<file path="src/rtl/dct_pkg.sv">
// Shared constants, row-scheduler state encoding, the buffered output-row record
// and the odd-part coefficient table of the 8-point DCT-II.
package dct_pkg;

    localparam int DCT_IN_W = 18;
    localparam int DCT_E_W  = 19;
    localparam int DCT_O_W  = 27;

    typedef enum logic [0:0] {
        ST_IDLE = 1'b0,
        ST_RUN  = 1'b1
    } sched_state_e;

    typedef struct packed {
        logic [3:0][DCT_E_W-1:0] ye;
        logic [3:0][DCT_O_W-1:0] yo;
        logic [2:0]              row;
        logic                    sop;
        logic                    eop;
        logic                    tskip;
    } dct_row_t;

    // Row k of the odd matrix applied to the differences X[n]-X[7-n].
    function automatic logic signed [7:0] dct8_odd_coef(input logic [1:0] k, input logic [1:0] n);
        logic signed [7:0] c;
        case ({k, n})
            4'h0:    c =  8'sd89;
            4'h1:    c =  8'sd75;
            4'h2:    c =  8'sd50;
            4'h3:    c =  8'sd18;
            4'h4:    c =  8'sd75;
            4'h5:    c = -8'sd18;
            4'h6:    c = -8'sd89;
            4'h7:    c = -8'sd50;
            4'h8:    c =  8'sd50;
            4'h9:    c = -8'sd89;
            4'hA:    c =  8'sd18;
            4'hB:    c =  8'sd75;
            4'hC:    c =  8'sd18;
            4'hD:    c = -8'sd50;
            4'hE:    c =  8'sd75;
            4'hF:    c = -8'sd89;
            default: c =  8'sd0;
        endcase
        return c;
    endfunction

endpackage

</file>
<file path="src/rtl/dct2_8.sv">
// Combinational 8-point DCT-II first stage: even sums E[i] = X[i]+X[7-i] and the
// four odd coefficients from the differences, at full precision.
module dct2_8
    import dct_pkg::*;
(
    input  logic signed [DCT_IN_W-1:0] x  [0:7],
    output logic signed [DCT_E_W-1:0]  ye [0:3],
    output logic signed [DCT_O_W-1:0]  yo [0:3]
);

    logic signed [DCT_E_W-1:0] od_s  [0:3];
    logic signed [DCT_O_W-1:0] acc_s;

    // Butterfly then the 4x4 odd matrix; 232*(2^18-1) still fits in 27 signed bits.
    always_comb begin
        acc_s = '0;
        for (int i = 0; i < 4; i++) begin
            ye[i]   = DCT_E_W'(x[i]) + DCT_E_W'(x[7 - i]);
            od_s[i] = DCT_E_W'(x[i]) - DCT_E_W'(x[7 - i]);
        end
        for (int k = 0; k < 4; k++) begin
            acc_s = '0;
            for (int n = 0; n < 4; n++) begin
                acc_s = acc_s + DCT_O_W'(od_s[n]) * DCT_O_W'(dct8_odd_coef(2'(k), 2'(n)));
            end
            yo[k] = acc_s;
        end
    end

endmodule

</file>
<file path="src/rtl/dct_row_fifo.sv">
// Two-entry FIFO of output rows; a push and pop together at count 1 replaces the head.
module dct_row_fifo
    import dct_pkg::*;
(
    input  logic       clk,
    input  logic       rst,
    input  logic       push,
    input  logic       pop,
    input  dct_row_t   din,
    output dct_row_t   dout,
    output logic [1:0] count
);

    dct_row_t   mem_q [0:1];
    dct_row_t   mem_d [0:1];
    logic       wr_ptr_q, wr_ptr_d, rd_ptr_q, rd_ptr_d;
    logic [1:0] count_q, count_d;
    logic       do_push_s, do_pop_s;

    assign do_push_s = push && (count_q != 2'd2);
    assign do_pop_s  = pop && (count_q != 2'd0);
    assign dout      = mem_q[rd_ptr_q];
    assign count     = count_q;

    // Next-state for storage, pointers and occupancy.
    always_comb begin
        mem_d    = mem_q;
        wr_ptr_d = wr_ptr_q;
        rd_ptr_d = rd_ptr_q;
        if (do_push_s) begin
            mem_d[wr_ptr_q] = din;
            wr_ptr_d        = ~wr_ptr_q;
        end else begin
            wr_ptr_d = wr_ptr_q;
        end
        if (do_pop_s) begin
            rd_ptr_d = ~rd_ptr_q;
        end else begin
            rd_ptr_d = rd_ptr_q;
        end
        case ({do_push_s, do_pop_s})
            2'b10:   count_d = count_q + 2'd1;
            2'b01:   count_d = count_q - 2'd1;
            default: count_d = count_q;
        endcase
    end

    // Storage is cleared on reset so the head reads as zero.
    always_ff @(posedge clk) begin
        if (rst) begin
            for (int i = 0; i < 2; i++) begin
                mem_q[i] <= '0;
            end
            wr_ptr_q <= 1'b0;
            rd_ptr_q <= 1'b0;
            count_q  <= 2'd0;
        end else begin
            mem_q    <= mem_d;
            wr_ptr_q <= wr_ptr_d;
            rd_ptr_q <= rd_ptr_d;
            count_q  <= count_d;
        end
    end

endmodule

</file>
<file path="src/rtl/dct2_8_row_sched.sv">
// Row scheduler feeding one dct2_8 and buffering results in a 2-entry FIFO with
// row/block tags. Define DCT8_TSKIP_EN to add the per-row transform-skip bypass.
module dct2_8_row_sched
    import dct_pkg::*;
#(
    parameter int FIFO_DEPTH = 2
) (
    input  logic                       clk,
    input  logic                       rst,
    input  logic                       in_valid,
    output logic                       in_ready,
    input  logic                       in_sop,
    input  logic signed [DCT_IN_W-1:0] in_x [0:7],
`ifdef DCT8_TSKIP_EN
    input  logic                       in_tskip,
`endif
    output logic                       out_valid,
    input  logic                       out_ready,
    output logic signed [DCT_E_W-1:0]  out_ye [0:3],
    output logic signed [DCT_O_W-1:0]  out_yo [0:3],
    output logic [2:0]                 out_row,
    output logic                       out_sop,
    output logic                       out_eop,
    output logic                       busy,
    output logic                       err
);

    sched_state_e              state_q, state_d;
    logic [2:0]                row_cnt_q, row_cnt_d;
    logic                      err_q, err_d;
    logic                      accept_s, push_s, pop_s, tskip_s, unused_tskip_s;
    logic [1:0]                count_s;
    dct_row_t                  push_row_s, head_s;
    logic signed [DCT_E_W-1:0] dct_ye_s [0:3];
    logic signed [DCT_O_W-1:0] dct_yo_s [0:3];

    dct2_8 u_dct (
        .x  (in_x),
        .ye (dct_ye_s),
        .yo (dct_yo_s)
    );

    dct_row_fifo u_fifo (
        .clk   (clk),
        .rst   (rst),
        .push  (push_s),
        .pop   (pop_s),
        .din   (push_row_s),
        .dout  (head_s),
        .count (count_s)
    );

`ifdef DCT8_TSKIP_EN
    assign tskip_s = in_tskip;
`else
    assign tskip_s = 1'b0;
`endif

    assign in_ready       = int'(count_s) < FIFO_DEPTH;
    assign accept_s       = in_valid && in_ready;
    assign out_valid      = (count_s != 2'd0);
    assign pop_s          = out_valid && out_ready;
    assign busy           = (state_q == ST_RUN) || (count_s != 2'd0);
    assign err            = err_q;
    assign unused_tskip_s = head_s.tskip;

    // Framing: build the tagged row to push and the next row counter.
    always_comb begin
        state_d          = state_q;
        row_cnt_d        = row_cnt_q;
        err_d            = 1'b0;
        push_s           = 1'b0;
        push_row_s       = '0;
        push_row_s.tskip = tskip_s;
        for (int i = 0; i < 4; i++) begin
            push_row_s.ye[i] = tskip_s ? DCT_E_W'(in_x[i])     : dct_ye_s[i];
            push_row_s.yo[i] = tskip_s ? DCT_O_W'(in_x[4 + i]) : dct_yo_s[i];
        end
        if (accept_s) begin
            case (state_q)
                ST_IDLE: begin
                    if (in_sop) begin
                        push_s         = 1'b1;
                        push_row_s.sop = 1'b1;
                        row_cnt_d      = 3'd1;
                        state_d        = ST_RUN;
                    end else begin
                        err_d = 1'b1;
                    end
                end
                ST_RUN: begin
                    push_s = 1'b1;
                    if (in_sop) begin
                        // Abandon the open block; this row restarts at row 0.
                        err_d          = 1'b1;
                        push_row_s.sop = 1'b1;
                        row_cnt_d      = 3'd1;
                    end else begin
                        push_row_s.row = row_cnt_q;
                        push_row_s.eop = (row_cnt_q == 3'd7);
                        row_cnt_d      = row_cnt_q + 3'd1;
                        if (row_cnt_q == 3'd7) begin
                            state_d = ST_IDLE;
                        end else begin
                            state_d = ST_RUN;
                        end
                    end
                end
                default: begin
                    state_d   = ST_IDLE;
                    row_cnt_d = 3'd0;
                end
            endcase
        end else begin
            push_s = 1'b0;
        end
    end

    // Output fields come straight from the FIFO head register.
    always_comb begin
        for (int i = 0; i < 4; i++) begin
            out_ye[i] = head_s.ye[i];
            out_yo[i] = head_s.yo[i];
        end
        out_row = head_s.row;
        out_sop = head_s.sop;
        out_eop = head_s.eop;
    end

    // Scheduler state, row counter and error pulse.
    always_ff @(posedge clk) begin
        if (rst) begin
            state_q   <= ST_IDLE;
            row_cnt_q <= 3'd0;
            err_q     <= 1'b0;
        end else begin
            state_q   <= state_d;
            row_cnt_q <= row_cnt_d;
            err_q     <= err_d;
        end
    end

endmodule

</file>
<file path="config.mk">
export PLATFORM = sky130hd
export DESIGN_NAME = dct2_8_row_sched
export DESIGN_NICKNAME = d
export VERILOG_FILES = /design/src/rtl/dct_pkg.sv /design/src/rtl/dct2_8.sv /design/src/rtl/dct_row_fifo.sv /design/src/rtl/dct2_8_row_sched.sv
export SDC_FILE = /design/constraint.sdc
export NUM_CORES = 2
export LEC_CHECK = 0
export CAP_MARGIN = 10
export CORE_AREA = 2 2 405 447
export CTS_CLUSTER_SIZE = 12
export DETAILED_ROUTE_END_ITERATION = 10
export DIE_AREA = 0 0 407 449
export GPL_TIMING_DRIVEN = 0
export PLACE_DENSITY_LB_ADDON = 0.1
export REMOVE_ABC_BUFFERS = 1
export SLEW_MARGIN = 30
export SYNTH_ARGS = -nofsm -noshare
export SYNTH_HDL_FRONTEND = slang
export SYNTH_SLANG_ARGS = --single-unit
</file>
<file path="constraint.sdc">
create_clock -name clk -period 28 [get_ports clk]
set_input_delay 5.6 -clock clk [delete_from_list [all_inputs] [get_ports clk]]
set_output_delay 5.6 -clock clk [all_outputs]
set_load 0.02 [all_outputs]
</file>
Word-level counts from Yosys, hierarchy flattened
Cells that the tools add are included.
{ "op_classes": {"addsub": 23, "mul": 16, "order_cmp": 4, "n_eq_ne": 5, "n_mux": 23, "bitwise_logic": 6, "reduce_logical": 10} }
{ "op_table": {"columns": ["operator", "count"], "rows": [
  ["$mux W190", 4],
  ["$bwmux W380", 1],
  ["$add A27 B27 Y27", 12],
  ["$mul A19 B8 Y27 const B", 8],
  ["$demux W190 S1", 1],
  ["$mul A19 B6 Y25 const B", 4],
  ["$mul A19 B5 Y24 const B", 4],
  ["$add A18 B18 Y19", 4],
  ["$sub A18 B18 Y19", 4],
  ["$mux W3", 4],
  ["$mux W1", 7],
  ["$pmux W1 S2", 3],
  ["$pmux W3 S2", 1],
  ["$logic_and A1 B1 Y1", 5],
  ["$mux W5", 1],
  ["$ge A2 B2 Y1 const B", 2],
  ["$ne A2 B2 Y1 const B", 2],
  ["$not A1 Y1", 4],
  ["$not A1 Y2", 2],
  ["$pmux W2 S2", 1],
  ["$reduce_bool A2 Y1", 2],
  ["$add A3 B1 Y3 const B", 1],
  ["$eq A3 B3 Y1 const B", 1],
  ["$add A2 B1 Y2 const B", 1],
  ["other kinds (8)", 8]
]} }
{ "totals": {"reg_bits": 389, "in_bits": 149, "output_inout_bits": 193, "elab_cells": 117} }

Logic depth before layout (Yosys ltp)
{ "logic_depth": {"ltp_word": 6, "ltp_mapped": 45, "depth_no_buf": 45} }

Cells and area by module
Synthesis repeated with hierarchy kept, for this count alone.
{ "hier_totals": {"hier_cells": 6807, "hier_area_um2": 65086.2} }
{ "by_module_without_submodules": {"columns": ["mod", "instances", "cells_per_inst", "area_each_um2", "seq_area_each_um2"], "rows": [
  ["dct2_8", 1, 5098, 46686.0, 0.0],
  ["dct_row_fifo", 1, 1670, 18037.3, 7687.4],
  ["dct2_8_row_sched", 1, 39, 362.8, 100.1]
]} }

Least setup slack after synthesis
No wires, ideal clock.
{ "synth_timing": {"path_kind": "in2reg", "from": "input in_x[72] (netlist bit)", "to": "register u_fifo.mem_q[249] (netlist bit)", "setup_time_ns": 0.136, "arrival_time_ns": 15.926, "required_ns": 27.864, "path_slack_ns": 11.938, "path_stages": 38, "n_path_buf": 0, "cell_sequence": "inv_1 -> ha_1 -> inv_1 -> fa_1 -> a211oi_1 -> nor2_1 -> o221ai_1 -> and3_1 -> nor2_1 -> a41oi_2 -> inv_1 -> fa_1 -> inv_1 -> ha_1 -> fa_1 -> ha_1 -> ha_1 -> a21oi_1 -> (+2 left out) -> xor2_1 -> fa_1 -> inv_1 -> fa_1 -> ha_1 -> inv_1 -> fa_1 -> fa_1 -> fa_1 -> inv_1 -> ha_1 -> a21boi_0 -> a41o_1 -> o41ai_1 -> o21ai_0 -> xnor2_1 -> xnor2_1 -> a211oi_2"} }
{ "synth_via": {"elab_chain_len": 4} }
{ "synth_rtl": {"columns": ["element", "line_no", "rtl"], "rows": [
  ["start, declared", "dct2_8_row_sched.sv:13", "input logic signed [DCT_IN_W-1:0] in_x [0:7],"],
  ["$sub A18 B18 Y19", "dct2_8.sv:19", "od_s[i] = DCT_E_W'(x[i]) - DCT_E_W'(x[7 - i]);"],
  ["$mul A19 B6 Y25", "dct2_8.sv:24", "acc_s = acc_s + DCT_O_W'(od_s[n]) * DCT_O_W'(dct8_odd_coef(2'(k), 2'(n)));"],
  ["$add A27 B27 Y27", "dct2_8.sv:24", null],
  ["$bwmux W380", "dct_row_fifo.sv:31", "mem_d[wr_ptr_q] = din;"],
  ["end signal, assigned", "dct_row_fifo.sv:58", "mem_q <= mem_d;"],
  ["end, declared", "dct_row_fifo.sv:14", "dct_row_t mem_q [0:1];"]
]} }
No other way between the ends.
A chain may end at the register's enable or synchronous reset.

Worst setup path after layout
{ "layout_timing": {"from": "input in_x[108] (netlist bit)", "to": "register u_fifo.mem_q[249] (netlist bit)"} }
{ "layout_via": {"elab_chain_len": 6} }
{ "layout_rtl": {"columns": ["element", "line_no"], "rows": [
  ["$sub A18 B18 Y19", "dct2_8.sv:19"],
  ["$mul A19 B5 Y24", "dct2_8.sv:24"],
  ["$add A27 B27 Y27 (3 in series)", "dct2_8.sv:24"],
  ["$bwmux W380", "dct_row_fifo.sv:31"]
]} }
No other way between the ends.

==> results.sh <==
export IMPL_critPathMaxStageDelay_ns=0.76
export IMPL_yosysWarnings=0
export IMPL_startpoint_type="input pin"
export IMPL_clk_latency_ns=0.68
export IMPL_overflow=0
export IMPL_grt_pass1_vias=47920
export IMPL_crit_fanout=9
export IMPL_highest_layer="met4"
export IMPL_ys_types=90
export IMPL_drv_cap=0
export IMPL_crit_path_end_kind="flop"
export IMPL_root_buffer="clkbuf_16"
export IMPL_syn_to_final_growth_pct=16.40
export IMPL_place_gp_congestion=0.9004
export IMPL_m1WireLength_um=94230
export IMPL_core_mm2=0.1785
export IMPL_portBuffers=341
export IMPL_max_freq_ghz=0.05398
export IMPL_final_seq_area_mm2=0.007751
export IMPL_drive_gt1_frac=0.07554
export IMPL_synth_edf_count=0
export IMPL_rsz0062_at_grt="no"
export IMPL_path_delay_family="adder cells"
export IMPL_finalCritPeriodShare=0.6617
export IMPL_drcViolationCount=0
export IMPL_die_width_um=407
export IMPL_seq_area_frac_synth=0.1248
export IMPL_drv_slew=0
export IMPL_crit_buf_inv=8
export IMPL_layout_setup_ws_ns=9.473
export IMPL_cp_required_ns=28.59
export IMPL_finalWirelength_um=210200
export IMPL_hold_buffers=0
export IMPL_wl_met2_um=104100
export IMPL_fillCellCount=17940
export IMPL_hp_class="reg2reg"
export IMPL_hp_start="u_fifo.mem_q[116]$_SDFFE_PP0P_"
export IMPL_hold_violations=0
export IMPL_viasPerCell=4.905
export IMPL_critPathArrivalTime_ns=19.12
export IMPL_dieArea_mm2=0.1827
export IMPL_cts_sinks=387
export IMPL_routedWlPerCell_um=22.12
export IMPL_route_met3_wl_um=6697
export IMPL_fin_worst_skew_ns=0.01706
export IMPL_worst_pin_slew_ns=1.088
export IMPL_avgSynthCellArea_um2=9.229
export IMPL_finalSetupViolCount=0
export IMPL_start_util=0.3478
export IMPL_clkTransAtPathRegs_ns=0.06
export IMPL_grt_pass1_wl_um=316400
export IMPL_grt_max_degree=82
export IMPL_antenna_found_initial=4
export IMPL_ctsResizeCount=0
export IMPL_worstSetupPathType="in2reg"
export IMPL_ioPinCount=342
export IMPL_cts_tree="yes"
export IMPL_async_reset_ff_frac=0
export IMPL_dp_final_hpwl_um=180100
export IMPL_row_count=163
export IMPL_syn_instance_count=6725
export IMPL_multi_input_area_mm2=0.04902
export IMPL_grt_use_total=0.2327
export IMPL_post_cts_setup_buffer_count=0
export IMPL_place_ws_ns=8.569
export IMPL_status="completed"
export IMPL_vias=46620
export IMPL_synth_area_mm2=0.06206
export IMPL_htreeDepth=2
export IMPL_r2r_cells=14
export IMPL_final_nets=9074
export IMPL_drt_iter0_markers=2616
export IMPL_cts_buffers=51
export IMPL_worstHoldEndpoint="u_fifo.mem_q[116]$_SDFFE_PP0P_"
export IMPL_relSlewSlack=0.2698
export IMPL_period_minus_slack_ns=18.53
export IMPL_ant_nets=0
export IMPL_critical_path_most_common_cell="fa_1"
export IMPL_ys_seq_elements=387
export IMPL_r2r_slack_ns=24.51
export IMPL_worst_path_max_delay_cell="a21oi_1"
export IMPL_synth_ff_type="dfxtp_1"
export IMPL_instances_no_fill=9505
export IMPL_cts_buffer_depth=3
export IMPL_hold_depth=2
export IMPL_drt_first_pass_iters=6
export IMPL_r2r_end="u_fifo.mem_q[241]$_SDFFE_PP0P_"
export IMPL_dp_cells=9407
export IMPL_die_h_um=449
export IMPL_r2r_start="state_q$_SDFFE_PP0P_"
[worst min-delay path: cells and delay by family (launching register included)]
family,cells,cell delay (ns)
DFF,1,0.32
AOI/OAI and AO/OA,1,0.05
and+or+nand+nor,1,0.04
[final cells by class]
class                      count  area share
antenna                        4   0.0001385
clock buffer                  72     0.02042
clock inverter                22    0.004434
inverter                    1391     0.07227
multi-input combinational   4769      0.6786
sequential                   387      0.1073
tap                         2392     0.04143
timing repair buffer         468     0.07544
[cell usage after synthesis, types with 5 or more instances]
master	number	area, um^2
a211o_1	14	122.6
a211oi_1	94	705.7
a21boi_0	9	67.56
a21o_1	89	668.1
a21oi_1	349	1747
a22o_1	103	902.1
a31o_2	5	43.79
a31oi_1	26	162.7
a41oi_1	7	61.31
and2_1	13	81.33
and3_1	32	200.2
buf_1	6	22.52
buf_2	9	45.04
clkbuf_1	160	600.6
dfxtp_1	387	7747
fa_1	842	16860
ha_1	1015	12700
inv_1	1390	5218
mux2_2	193	2173
mux2i_1	17	170.2
nand2_1	414	1554
nand2b_1	56	350.3
nand3_1	67	335.3
nand3b_1	13	97.59
nand4_1	14	87.58
nor2_1	298	1119
nor2b_1	36	225.2
nor3_1	88	440.4
nor3b_1	11	82.58
nor4_1	8	50.05
o2111ai_1	12	105.1
o211ai_1	19	142.6
o21a_1	43	322.8
o21ai_0	205	1026
o21bai_1	44	330.3
o22ai_1	9	56.30
o311ai_0	5	43.79
o31a_1	9	78.83
o31ai_1	20	150.1
o41ai_1	9	78.83
or2_2	29	181.4
or3_1	38	237.7
xnor2_1	305	2671
xor2_1	124	1086
[registers in the layout, summed over array words and instances, names as in the netlist]
name,cells
u_fifo.rd_ptr_q,1
row_cnt_q,3
err,1
u_fifo.count,2
u_fifo.mem_q,378
state_q,1
u_fifo.wr_ptr_q,1
[logic make-up after synthesis]
| family | synth area share |
|---|---|
| xor gates and xnor gates | 0.06135 |
| AOI/OAI and AO/OA | 0.1199 |
| DFF | 0.1248 |
| and+or+nand+nor | 0.08386 |
| muxes | 0.03848 |
| buffers and inverters | 0.09538 |
| adders and majority gates | 0.4762 |
[how the worst max path moves through the flow]
stage,depth (start not counted),startpoint,endpoint
after global routing,45,in_x[108],u_fifo.mem_q[59]$_SDFFE_PP0P_
after CTS,42,in_x[108],u_fifo.mem_q[59]$_SDFFE_PP0P_
final,44,in_x[108],u_fifo.mem_q[249]$_SDFFE_PP0P_
after detailed placement,42,in_x[108],u_fifo.mem_q[59]$_SDFFE_PP0P_
after global placement,3,rst,u_fifo.mem_q[3]$_SDFFE_PP0P_
after floorplan,38,in_x[72],u_fifo.mem_q[249]$_SDFFE_PP0P_
[through the flow]
step / hold slack [ns] / util / TNS, ns / area, um^2
2_1_floorplan: 0.4194 / - / 0 / 61370
3_3_place_gp: 0.4297 / 0.3798 / -3490.42 / 67770
3_5_place_dp: 0.4365 / 0.3947 / 0 / 70430
4_1_cts: 0.4502 / 0.4047 / 0 / 72220
5_1_grt: 0.4660 / 0.4048 / 0 / 72250
6_report: 0.4462 / 0.4048 / 0 / 72250
[layout by cell type (no fill, tap or decap), drive strengths merged, types with 36 or more instances in the layout]
cell           Yosys  layout
nor2b             36      36
nand3             67      67
buf               18     128
o21ai            209     209
a211oi            96      96
or3               38      38
fa               842     842
a21oi            350     350
xor2             124     124
a21o              89      89
o21bai            44      44
clkbuf           160      72
ha              1015    1015
mux2             193     193
a22o             103     103
dfxtp            387     387
nor3              89      89
xnor2            306     306
nand2            414     414
o21a              44      44
nand2b            56      56
nor2             298     298
clkdlybuf4s50      0     340
inv             1391    1391
[metal layers]
layer / vias up / GRT usage
met5: - / 0
met4: 0 / 0.05307
met3: 149 / 0.02053
met2: 770 / 0.4036
met1: 23110 / 0.3117
li1: 22590 / -
Power is left out: the tool's default activity adds up to more than one toggle a clock period on the data nets, which glitch-free logic cannot reach.
